[config.mk]
export PLATFORM = sky130hd
export DESIGN_NAME = wadj_csr_cfg_master
export DESIGN_NICKNAME = d
export VERILOG_FILES = /design/src/rtl/wadj_csr_cfg_master.sv
export SDC_FILE = /design/constraint.sdc
export NUM_CORES = 1
export LEC_CHECK = 0
export CAP_MARGIN = 20
export CORE_MARGIN = 1
export CORE_UTILIZATION = 49
export CTS_CLUSTER_DIAMETER = 100
export DETAILED_ROUTE_END_ITERATION = 8
export PLACE_DENSITY = 0.9
export SLEW_MARGIN = 20
export SYNTH_ARGS = -nofsm -noshare
export SYNTH_HDL_FRONTEND = slang
export SYNTH_SLANG_ARGS = --single-unit
export TNS_END_PERCENT = 10
[constraint.sdc]
create_clock -name clk -period 3.4 [get_ports clk]
set_input_delay 0.51 -clock clk [delete_from_list [all_inputs] [get_ports clk]]
set_output_delay 0.51 -clock clk [all_outputs]
set_load 0.005 [all_outputs]
[src/rtl/wadj_csr_cfg_master.sv]
// AVMM initiator that programs the width-adjuster CSRs (threshold, then control),
// reads both back, retries the whole sequence on mismatch and times out on a lost response.
module wadj_csr_cfg_master #(
   parameter int unsigned           ADDR_WIDTH     = 8,
   parameter int unsigned           DATA_WIDTH     = 32,
   parameter logic [ADDR_WIDTH-1:0] BASE_ADDR      = '0,
   parameter int unsigned           MAX_RETRY      = 2,
   parameter int unsigned           TIMEOUT_CYCLES = 64
) (
   input  logic                    clk,
   input  logic                    rst_n,
   input  logic                    cfg_start,
   input  logic                    cfg_rx_pause_en,
   input  logic [15:0]             cfg_rx_pause_threshold,
   input  logic [15:0]             cfg_drop_threshold,
   output logic                    cfg_busy,
   output logic                    cfg_done,
   output logic                    cfg_error,
   output logic [1:0]              cfg_err_code,
   output logic [ADDR_WIDTH-1:0]   avmm_address,
   output logic                    avmm_read,
   output logic                    avmm_write,
   output logic [DATA_WIDTH-1:0]   avmm_writedata,
   output logic [DATA_WIDTH/8-1:0] avmm_byteenable,
   input  logic [DATA_WIDTH-1:0]   avmm_readdata,
   input  logic                    avmm_readdata_valid
);

   localparam int unsigned RW = (MAX_RETRY > 0) ? $clog2(MAX_RETRY + 1) : 1;
   localparam int unsigned TW = $clog2(TIMEOUT_CYCLES + 1);

   localparam logic [ADDR_WIDTH-1:0] CTRL_ADDR    = BASE_ADDR;
   localparam logic [ADDR_WIDTH-1:0] THR_ADDR     = BASE_ADDR + ADDR_WIDTH'(4);
   localparam logic [RW-1:0]         RETRY_MAX    = RW'(MAX_RETRY);
   localparam logic [TW-1:0]         TMO_LAST     = TW'(TIMEOUT_CYCLES - 1);
   localparam logic [1:0]            ERR_TIMEOUT  = 2'b01;
   localparam logic [1:0]            ERR_MISMATCH = 2'b10;

   typedef enum logic [3:0] {
      IDLE,
      WR_THR,
      WR_CTRL,
      RD_THR,
      WAIT_THR,
      RD_CTRL,
      WAIT_CTRL,
      DONE,
      ERR
   } state_t;

   state_t                  state_q, state_d;
   logic [RW-1:0]           retry_q, retry_d;
   logic [TW-1:0]           tmo_q, tmo_d;
   logic                    pause_en_q, pause_en_d;
   logic [15:0]             pause_thr_q, pause_thr_d;
   logic [15:0]             drop_thr_q, drop_thr_d;
   logic                    error_q, error_d;
   logic [1:0]              code_q, code_d;
   logic                    done_q, done_d;
   logic                    read_q, read_d;
   logic                    write_q, write_d;
   logic [ADDR_WIDTH-1:0]   addr_q, addr_d;
   logic [DATA_WIDTH-1:0]   wdata_q, wdata_d;

   logic [DATA_WIDTH-1:0]   thr_expect;
   logic                    rsp_match;

   assign thr_expect = DATA_WIDTH'({drop_thr_q, pause_thr_q});

   // Control register compares bit 0 only; the remaining bits are don't-care on readback.
   assign rsp_match = (state_q == WAIT_THR) ? (avmm_readdata == thr_expect)
                                            : (avmm_readdata[0] == pause_en_q);

   always_comb begin
      state_d     = state_q;
      retry_d     = retry_q;
      tmo_d       = '0;
      pause_en_d  = pause_en_q;
      pause_thr_d = pause_thr_q;
      drop_thr_d  = drop_thr_q;
      error_d     = error_q;
      code_d      = code_q;

      case (state_q)
         IDLE: begin
            if (cfg_start) begin
               state_d     = WR_THR;
               pause_en_d  = cfg_rx_pause_en;
               pause_thr_d = cfg_rx_pause_threshold;
               drop_thr_d  = cfg_drop_threshold;
               error_d     = 1'b0;
               code_d      = 2'b00;
               retry_d     = '0;
            end
         end
         WR_THR:  state_d = WR_CTRL;
         WR_CTRL: state_d = RD_THR;
         RD_THR:  state_d = WAIT_THR;
         RD_CTRL: state_d = WAIT_CTRL;
         WAIT_THR, WAIT_CTRL: begin
            tmo_d = tmo_q + TW'(1);
            if (avmm_readdata_valid) begin
               if (rsp_match) begin
                  state_d = (state_q == WAIT_THR) ? RD_CTRL : DONE;
               end else if (retry_q < RETRY_MAX) begin
                  retry_d = retry_q + RW'(1);
                  state_d = WR_THR;
               end else begin
                  state_d = ERR;
                  error_d = 1'b1;
                  code_d  = ERR_MISMATCH;
               end
            end else if (tmo_q == TMO_LAST) begin
               state_d = ERR;
               error_d = 1'b1;
               code_d  = ERR_TIMEOUT;
            end
         end
         DONE:    state_d = IDLE;
         ERR:     state_d = IDLE;
         default: state_d = IDLE;
      endcase

      // Bus outputs are decoded from the next state so each command is registered
      // and lands in the same cycle the FSM enters its command state.
      write_d = (state_d == WR_THR) || (state_d == WR_CTRL);
      read_d  = (state_d == RD_THR) || (state_d == RD_CTRL);

      case (state_d)
         WR_THR, RD_THR:   addr_d = THR_ADDR;
         WR_CTRL, RD_CTRL: addr_d = CTRL_ADDR;
         default:          addr_d = '0;
      endcase

      case (state_d)
         WR_THR:  wdata_d = DATA_WIDTH'({drop_thr_d, pause_thr_d});
         WR_CTRL: wdata_d = DATA_WIDTH'(pause_en_d);
         default: wdata_d = '0;
      endcase

      done_d = (state_q == DONE);
   end

   always_ff @(posedge clk or negedge rst_n) begin
      if (!rst_n) begin
         state_q     <= IDLE;
         retry_q     <= '0;
         tmo_q       <= '0;
         pause_en_q  <= 1'b0;
         pause_thr_q <= '0;
         drop_thr_q  <= '0;
         error_q     <= 1'b0;
         code_q      <= 2'b00;
         done_q      <= 1'b0;
         read_q      <= 1'b0;
         write_q     <= 1'b0;
         addr_q      <= '0;
         wdata_q     <= '0;
      end else begin
         state_q     <= state_d;
         retry_q     <= retry_d;
         tmo_q       <= tmo_d;
         pause_en_q  <= pause_en_d;
         pause_thr_q <= pause_thr_d;
         drop_thr_q  <= drop_thr_d;
         error_q     <= error_d;
         code_q      <= code_d;
         done_q      <= done_d;
         read_q      <= read_d;
         write_q     <= write_d;
         addr_q      <= addr_d;
         wdata_q     <= wdata_d;
      end
   end

   assign cfg_busy        = (state_q != IDLE);
   assign cfg_done        = done_q;
   assign cfg_error       = error_q;
   assign cfg_err_code    = code_q;
   assign avmm_address    = addr_q;
   assign avmm_read       = read_q;
   assign avmm_write      = write_q;
   assign avmm_writedata  = wdata_q;
   assign avmm_byteenable = '1;

endmodule

==> metrics.txt, run 1 <==
Period minus WS final=2.36 ns; DR WL/cell=15.5 um; crit path DAT=1.85 ns; Layout Skew=0.0124 ns; R2R cell count=7; clk slew on worst S/H paths=0.08 ns; pwr/cell area=818 nW/um2; GPL Wtd Cong=0.854; Worst slew margin=50.9%; die extent in y=88.4 um; IO buf count=108; Crit Path Max Fanout=8; Root Buffer=clkbuf_8; crit end category=output port; CP Launch Type=flip-flop; Placed Cells=485; Final nets=467; Setup TNS=0 ns; num ports=120; vias=2444; drt first pass iters=4; RSZ-0062 raised after global routing=false; remaining antenna violation count=0; Setup CP Type=reg -> out; worst hold path class=in -> async; number of global-route vias before repair=2606; Leak=2.12 nW; hold_ws=0.194 ns; first-pass GRT wire length=12.4 mm; non-filler instance count after layout=501; EDFF count, synth=0; Die X-Extent=88.4 um; CTS tree=yes; Core Area=7250 um2; Cell variety after synth=41; cts repair resizes=0; Fin. Hold Viols=0; most frequent cells in the layout=clkdlybuf4s50_1 (107), dfrtp_1 (85), xnor2_1 (35), mux2_2 (34), nor2b_1 (33); fill count=541; largest net degree at the start of global routing=86; FF+latch count, synth=85; crit path cell chain=nor3_1, nand2b_1, clkdlybuf4s50_1; most common cell after layout, fill and taps aside=clkdlybuf4s50_1; Clock Tree Buf Depth=2; TritonCTS buffer count=9; Post-CTS Setup Bufs=0; Fmax=424 MHz; Global Route Usage Sum=21.9%; worst slew pin tran=0.737 ns; Final Core Density=69.1%; final WL=7.75 mm; Yosys warning count=0; status=finished, final reports clean; # diodes=0; CTS Hold Bufs=0; layout cells sized above 1=14.7%; CP Depth=3; sequential-to-total area share from yosys stat=58.1%; CP max stage cell=clkdlybuf4s50_1; initial drt markers=77; peak supply drop=0.000406 V; CTS H-tree depth=3; CP peak stage delay=0.48 ns; crit share post-route=69.4%; Top delay family on crit path=simple AND/OR/NAND/NOR gates; Vias per Instance=4.88; final slew viol count=0; Clk Latency, worst-skew pair=0.35 ns; Final Worst Setup Slack=1.04 ns; Top FF cell, synth=dfrtp_1; die area=7820 um2; Critical Path RT=2.89 ns; cell area after synthesis=3660 um2; initial antenna violation count=0; Tot Pwr=4.10 mW; post-place instance area=4790 um2; Layout area overhead=37.0%; Design Area, Final=5010 um2; drt drc=0; total grt overflow=0; final setup fails=0; async set or reset register ratio after synthesis=100%; Clock Sink Count=85; # Max-Cap Violations=0; Crit path buffers/inverters=1; cell count after synthesis=286; Avg Cell Area, Syn=12.8 um2; Std-Cell Rows=31; Final HPWL DP=5.78 mm; Starting Density=50.4%; DP Worst Slack=0.664 ns
==> synthesized netlist by cell type (2+ instances only) <==
library cell | count | share of area (%)
mux2_2 | 34 | 10
xnor2_1 | 35 | 8.4
and2_1 | 2 | 0.34
and3_1 | 2 | 0.34
nand2_1 | 13 | 1.3
nor2b_1 | 33 | 5.6
or3_1 | 3 | 0.51
buf_2 | 4 | 0.55
nor3_1 | 3 | 0.41
nor2_1 | 10 | 1.0
nand4_1 | 9 | 1.5
o21ai_0 | 2 | 0.27
xor2_1 | 2 | 0.48
conb_1 | 2 | 0.21
buf_4 | 14 | 2.9
nand3_1 | 4 | 0.55
a21oi_1 | 4 | 0.55
o2bb2ai_1 | 2 | 0.48
dfrtp_1 | 85 | 58
a31o_2 | 2 | 0.48
==> where the power goes <==
group	switching (mW)	internal, mW
registers	0.246	1.44
logic	0.662	0.981
clock network	0.337	0.436
total	1.25	2.85
==> worst reg2reg max path, cell delays in order (launching register included) <==
cell and delay, ns:
dfrtp_1 0.46, or3b_1 0.61, o21ai_2 0.24, o221ai_1 0.17, nor2_2 0.23, o21ai_4 0.18
buf_12 0.21, nor2b_1 0.15
==> worst paths after layout <==
kind / startpoint / to / slack (ns)
setup / recovery: state_q[3]$_DFF_PN0_ / cfg_busy / 1.04
hold / removal: rst_n / avmm_writedata[1]$_DFF_PN0_ / 0.19
setup reg to reg: state_q[3]$_DFF_PN0_ / avmm_writedata[29]$_DFF_PN0_ / 1.08
hold reg to reg: tmo_q[0]$_DFF_PN0_ / tmo_q[0]$_DFF_PN0_ / 0.46
max in group asynchronous: rst_n / state_q[1]$_DFF_PN0_ / 2.70
min in group clk: tmo_q[0]$_DFF_PN0_ / tmo_q[0]$_DFF_PN0_ / 0.46
==> sequential cells by signal (all words and copies together), names as in the netlist, 2 cells and up <==
register / count
state_q: 4
retry_q: 2
avmm_writedata: 32
drop_thr_q: 16
cfg_err_code: 2
pause_thr_q: 16
tmo_q: 7
==> layout make-up <==
type	instances	area [um2]	share of cell area (%)
flip-flops and latches	85	2130	42.4
multi-input cells	189	1420	28.4
repair buffers	111	1120	22.3
clock buffers	13	149	2.97
well taps	99	124	2.47
clock inverters	3	68.8	1.37
inverters	1	3.75	0.0749
==> kinds of logic after synthesis <==
logic type      count (synthesis)  share of synthesized area (%)
buf+inv                        21                           3.93
compound gates                 17                           3.56
mux                            35                           10.7
fa+ha+maj                       1                          0.342
other cells                     2                          0.205
flops                          85                           58.1
simple gates                   88                           14.2
xor+xnor                       37                           8.86
==> routing by layer <==
layer  routed length, um  global-route usage [%]
met1                3150                    24.8
met2                3810                    37.8
met3                 599                    7.46
met4                 193                    9.68
met5                   0                       0
No activity file was read; power rests on OpenSTA's default activity.
==> run 2, diff against run 1 <==
CORE_UTILIZATION = 46   (was 49)
PLACE_DENSITY = 0.85   (was 0.9)
clock period = 2.4 ns   (was 3.4 ns; I/O delays follow)
==> run 2 against run 1 <==
  * Clock-buffer cell count is 2 lower
  * Final cell count grew 1.2%
  * First-iteration DRC count fell by 12%
  * Design area up 1.8%
  * Combinational power grew 45%
  * Die area rose by 6.4%
  * Sequential power increased by 42%
  * Critical path depth is the same
  * Clock skew decreased by 0.0014 ns
  * Setup slack got worse by 0.87 ns
  * Global-route usage decreased by 1.4 points
  * Total power up 48%
  * Largest cell class unchanged
  * Largest power group unchanged
  * Highest routed layer unchanged
==> metrics.txt, run 2 (synthesized netlist as in run 1, its figures left out) <==
status=finished, final reports clean; Worst slew margin=61.0% (+10 points); drt first pass iters=6 (+2); first-pass GRT wire length=12.9 mm (+4.3%); most frequent cells in the layout=clkdlybuf4s50_1 (107), dfrtp_1 (85), xnor2_1 (35), mux2_2 (34), nor2b_1 (33); CTS tree=yes; Die X-Extent=91.2 um (+3.1%); final WL=7.90 mm (+1.9%); Fin. Hold Viols=0 (unchanged); CP Launch Type=flip-flop; IO buf count=108 (unchanged); Root Buffer=clkbuf_8; num ports=120 (unchanged); CP max stage cell=dfrtp_1; worst slew pin tran=0.586 ns (-0.151 ns); number of global-route vias before repair=2717 (+4.3%); Fmax=448 MHz; layout cells sized above 1=16.0% (+1.4 points); Setup CP Type=reg -> out; max FFs per register=32 (unchanged); Final HPWL DP=5.79 mm (about the same); die extent in y=91.2 um (+3.1%); # diodes=0 (unchanged); remaining antenna violation count=0 (unchanged); RSZ-0062 raised after global routing=false; hold_ws=0.0188 ns (-0.175 ns); initial antenna violation count=0 (unchanged); final slew viol count=0 (unchanged); Std-Cell Rows=32 (+3.2%); crit end category=output port; GPL Wtd Cong=0.851 (-0.42%); Design Area, Final=5100 um2 (+1.8%); Leak=2.17 nW (+2.1%); CTS H-tree depth=3 (unchanged); Final Core Density=66.0% (-3.1 points); die area=8310 um2 (+6.4%); crit path cell chain=nor3_1, nand2b_1, clkdlybuf4s50_1; CTS Hold Bufs=0 (unchanged); vias=2503 (+2.4%); final setup fails=0 (unchanged); Setup TNS=0 ns (unchanged); Clk Latency, worst-skew pair=0.34 ns (about the same); post-place instance area=4840 um2 (+0.97%); Clock Tree Buf Depth=2 (unchanged); Critical Path RT=2.04 ns (-0.85 ns); TritonCTS buffer count=9 (unchanged); CP peak stage delay=0.47 ns (about the same); Global Route Usage Sum=20.6% (-1.4 points); Clock Sink Count=85 (unchanged); crit share post-route=92.9%; Crit Path Max Fanout=8 (unchanged); pwr/cell area=1190 nW/um2 (+45%); # Max-Cap Violations=0 (unchanged); initial drt markers=68 (-12%); Starting Density=47.3% (-3.1 points); drt drc=0 (unchanged); Period minus WS final=2.23 ns; DR WL/cell=15.6 um (+0.68%); total grt overflow=0 (unchanged); most common cell after layout, fill and taps aside=clkdlybuf4s50_1; Tot Pwr=6.05 mW (+48%); Final nets=471 (+0.86%); clk slew on worst S/H paths=0.07 ns (about the same); Core Area=7730 um2 (+6.5%); Layout area overhead=39.4%; largest net degree at the start of global routing=47 (-45%); worst hold path class=in -> async; Vias per Instance=4.94 (+1.2%); peak supply drop=0.000810 V (+99%); Layout Skew=0.0109 ns (-0.00142 ns); crit path DAT=1.87 ns (+0.02 ns)
==> run 2: final timing paths <==
kind / end / slack, ns / start / cells past startpoint
min in group clk: tmo_q[0]$_DFF_PN0_ / 0.47 / tmo_q[0]$_DFF_PN0_ / 1
max in group asynchronous: cfg_done$_DFF_PN0_ / 1.76 / rst_n / 2
max reg2reg: avmm_writedata[30]$_DFF_PN0_ / 0.25 / state_q[3]$_DFF_PN0_ / 7
min: tmo_q[1]$_DFF_PN0_ / 0.02 / rst_n / 1
min reg2reg: tmo_q[0]$_DFF_PN0_ / 0.47 / tmo_q[0]$_DFF_PN0_ / 1
max: cfg_busy / 0.17 / state_q[3]$_DFF_PN0_ / 3
==> run 2: metrics by stage <==
step / setup WS [ns] / cells
2_1_floorplan: 0.444 / 295
3_3_place_gp: 0.0539 / 492
3_5_place_dp: 0.0315 / 492
4_1_cts: 0.121 / 507
5_1_grt: 0.0800 / 507
6_report: 0.169 / 507
==> run 2: critical path: cells and delay by family, from the launching register on <==
kind / cells / cell delay (ns)
buffers and inverters: 1 / 0.47
flip-flops: 1 / 0.47
AND/OR/NAND/NOR: 2 / 0.59
==> run 2: final cells by class <==
cell class | count | area [um2]
clock buffers | 11 | 141
clock inverters | 4 | 120
fillers | 605 | 2630
inverters | 1 | 3.75
multi-input cells | 189 | 1420
flip-flops and latches | 85 | 2130
well taps | 102 | 128
repair buffers | 115 | 1160
==> run 2: per-layer routing <==
layer / global-route usage, % / routed length, um
met1: 24.4 / 3200
met2: 35.4 / 4070
met3: 5.86 / 474
met4: 8.20 / 150
met5: 0 / 0
==> run 2: what timing repair did <==
action / 4_1_cts / 5_1_grt
setup endpoints to repair: 0 / 29
resized for setup: 0 / 1
setup buffers: 0 / 0
==> run 2: report_power, final <==
part	switching (mW)	internal, mW	total (mW)
registers	0.351	2.03	2.39
logic	0.955	1.43	2.38
clock network	0.468	0.820	1.29
total	1.77	4.28	6.05
==> RTL edit, RTL diff (settings of run 1) <==
Reset style: synchronous (`rst_n`), changed in one clocked block.
--- a/src/rtl/wadj_csr_cfg_master.sv
+++ b/src/rtl/wadj_csr_cfg_master.sv
@@ -141,7 +141,7 @@
       done_d = (state_q == DONE);
    end
 
-   always_ff @(posedge clk or negedge rst_n) begin
+   always_ff @(posedge clk) begin
       if (!rst_n) begin
          state_q     <= IDLE;
          retry_q     <= '0;
Check against the original RTL: differs if rst_n is asserted again (counterexample within 4 cycles, from zero or initial values and one cycle with rst_n low); with rst_n held inactive, the same outputs for 10 cycles.
==> RTL edit against run 1 <==
- sequential cell count unchanged
- global-route usage increased by 0.29 points
- setup slack worse by 0.47 ns
- highest routed layer unchanged
- wire length grew 3.0%
- clock skew is essentially flat
- synthesized area decreased by 3.9%
- via count increased by 11%
- final area fell by 2.5%
Power is not compared: it rests on default switching activity, and its combinational part moved more than twofold at a synthesized area within 25%.
==> RTL edit: results <==
[clock_tree]
ctsRootBufferMaster = "clkbuf_8"
clk_latency_ns = 0.35

[synthesis]
synth-seq-area-share_pct = 48.42
synthTopCellsByCount = "85 x dfxtp_1, 50 x nor2b_1, 34 x mux2i_1"
synthArstFlopShare_pct = 0
synth_top_flop_cell = "dfxtp_1"
avgSynthCellArea_um2 = 10.43
ys_top_cells_by_area = "dfxtp_1 48%, mux2i_1 9.7%, nor2b_1 8.9%"

[global_route]
grt_usage_pct = 22.23
antenna_found_initial = 0
grt_max_degree = 34
grt_pass1_vias = 2578
grt_pass1_wl_mm = 12.54

[worst_setup_path]
crit_fanout = 33
cp.arrival_ns = 3.07

[finish]
final_cells = 544
final_nets = 513
layout-drive-gt1-share_pct = 5.580

[timing]
fin_skew_ns = 0.01236
worst_pin_slew_ns = 0.7806

[drt]
drt_iter0_markers = 105
wl_mm = 7.988
num_vias = 2705

[pwr]
ir_drop_mv = 0.2410

[place]
dp.cells = 528
dpl_cell_area_um2 = 4637
hpwlAfterDp_mm = 5.889
gp_congestion = 0.8878
dp_slack_ns = 0.2513

[outcome]
status = "finished clean"

[hold_path]
hp-class = "flop to flop"
==> RTL edit: cell types whose count changed after synthesis, moves of 26 or more <==
cell and change:
dfxtp_1 +85, dfrtp_1 -85, xor2_1 +29, mux2i_1 +33, mux2_2 -34, xnor2_1 -26
==> RTL edit: final cells by class <==
cell class              instances  area [um2]
fillers                       521        1986
flip-flops and latches         85        1702
multi-input cells             233        1680
repair buffers                113        1131
clock buffers                  10       137.6
well taps                      96       120.1
clock inverters                 6       108.9
inverters                       1       3.754
==> RTL edit: final timing paths <==
| check | start | to | slack [ns] | cells past startpoint |
|---|---|---|---|---|
| max | avmm_readdata[13] | retry_q[1] | 0.57 | 9 |
| min | tmo_q[6] | tmo_q[6] | 0.48 | 2 |
| max reg2reg | state_q[2] | retry_q[1] | 0.76 | 7 |
| min reg2reg | tmo_q[6] | tmo_q[6] | 0.48 | 2 |
==> RTL edit: worst max-delay path, cell delays in order <==
cell and delay [ns]:
clkdlybuf4s50_1 0.42, xor2_1 0.17, nor4_1 0.48, nand2_1 0.16, or4_4 0.55, a22oi_4 0.26
o21ai_4 0.10, buf_12 0.17, o211a_1 0.23
==> RTL edit: cells by family after synthesis <==
kind of cell | share of synthesized area, %
adders and majority gates | 0.3559
buffers and inverters | 4.735
other | 0.2137
DFF | 48.42
and+or+nand+nor | 21.79
xor gates and xnor gates | 9.968
muxes | 9.683
AOI/OAI and AO/OA | 4.842
==> RTL edit: routing by layer <==
layer,GRT usage [%],up-vias,share of wire [%]
li1,-,1321,-
met2,37.16,97,48
met4,9.848,0,2.4
met1,26.12,1271,43
met3,7.143,16,6.3
met5,0,-,0
==> RTL edit: report_power, final <==
part,total (uW),internal (uW),switching (uW),leakage (uW)
Clock,852,508,344,0.000127
Combinational,477,265,212,0.00118
Sequential,1110,1070,41.2,0.000693
Total,2440,1840,597,0.00200
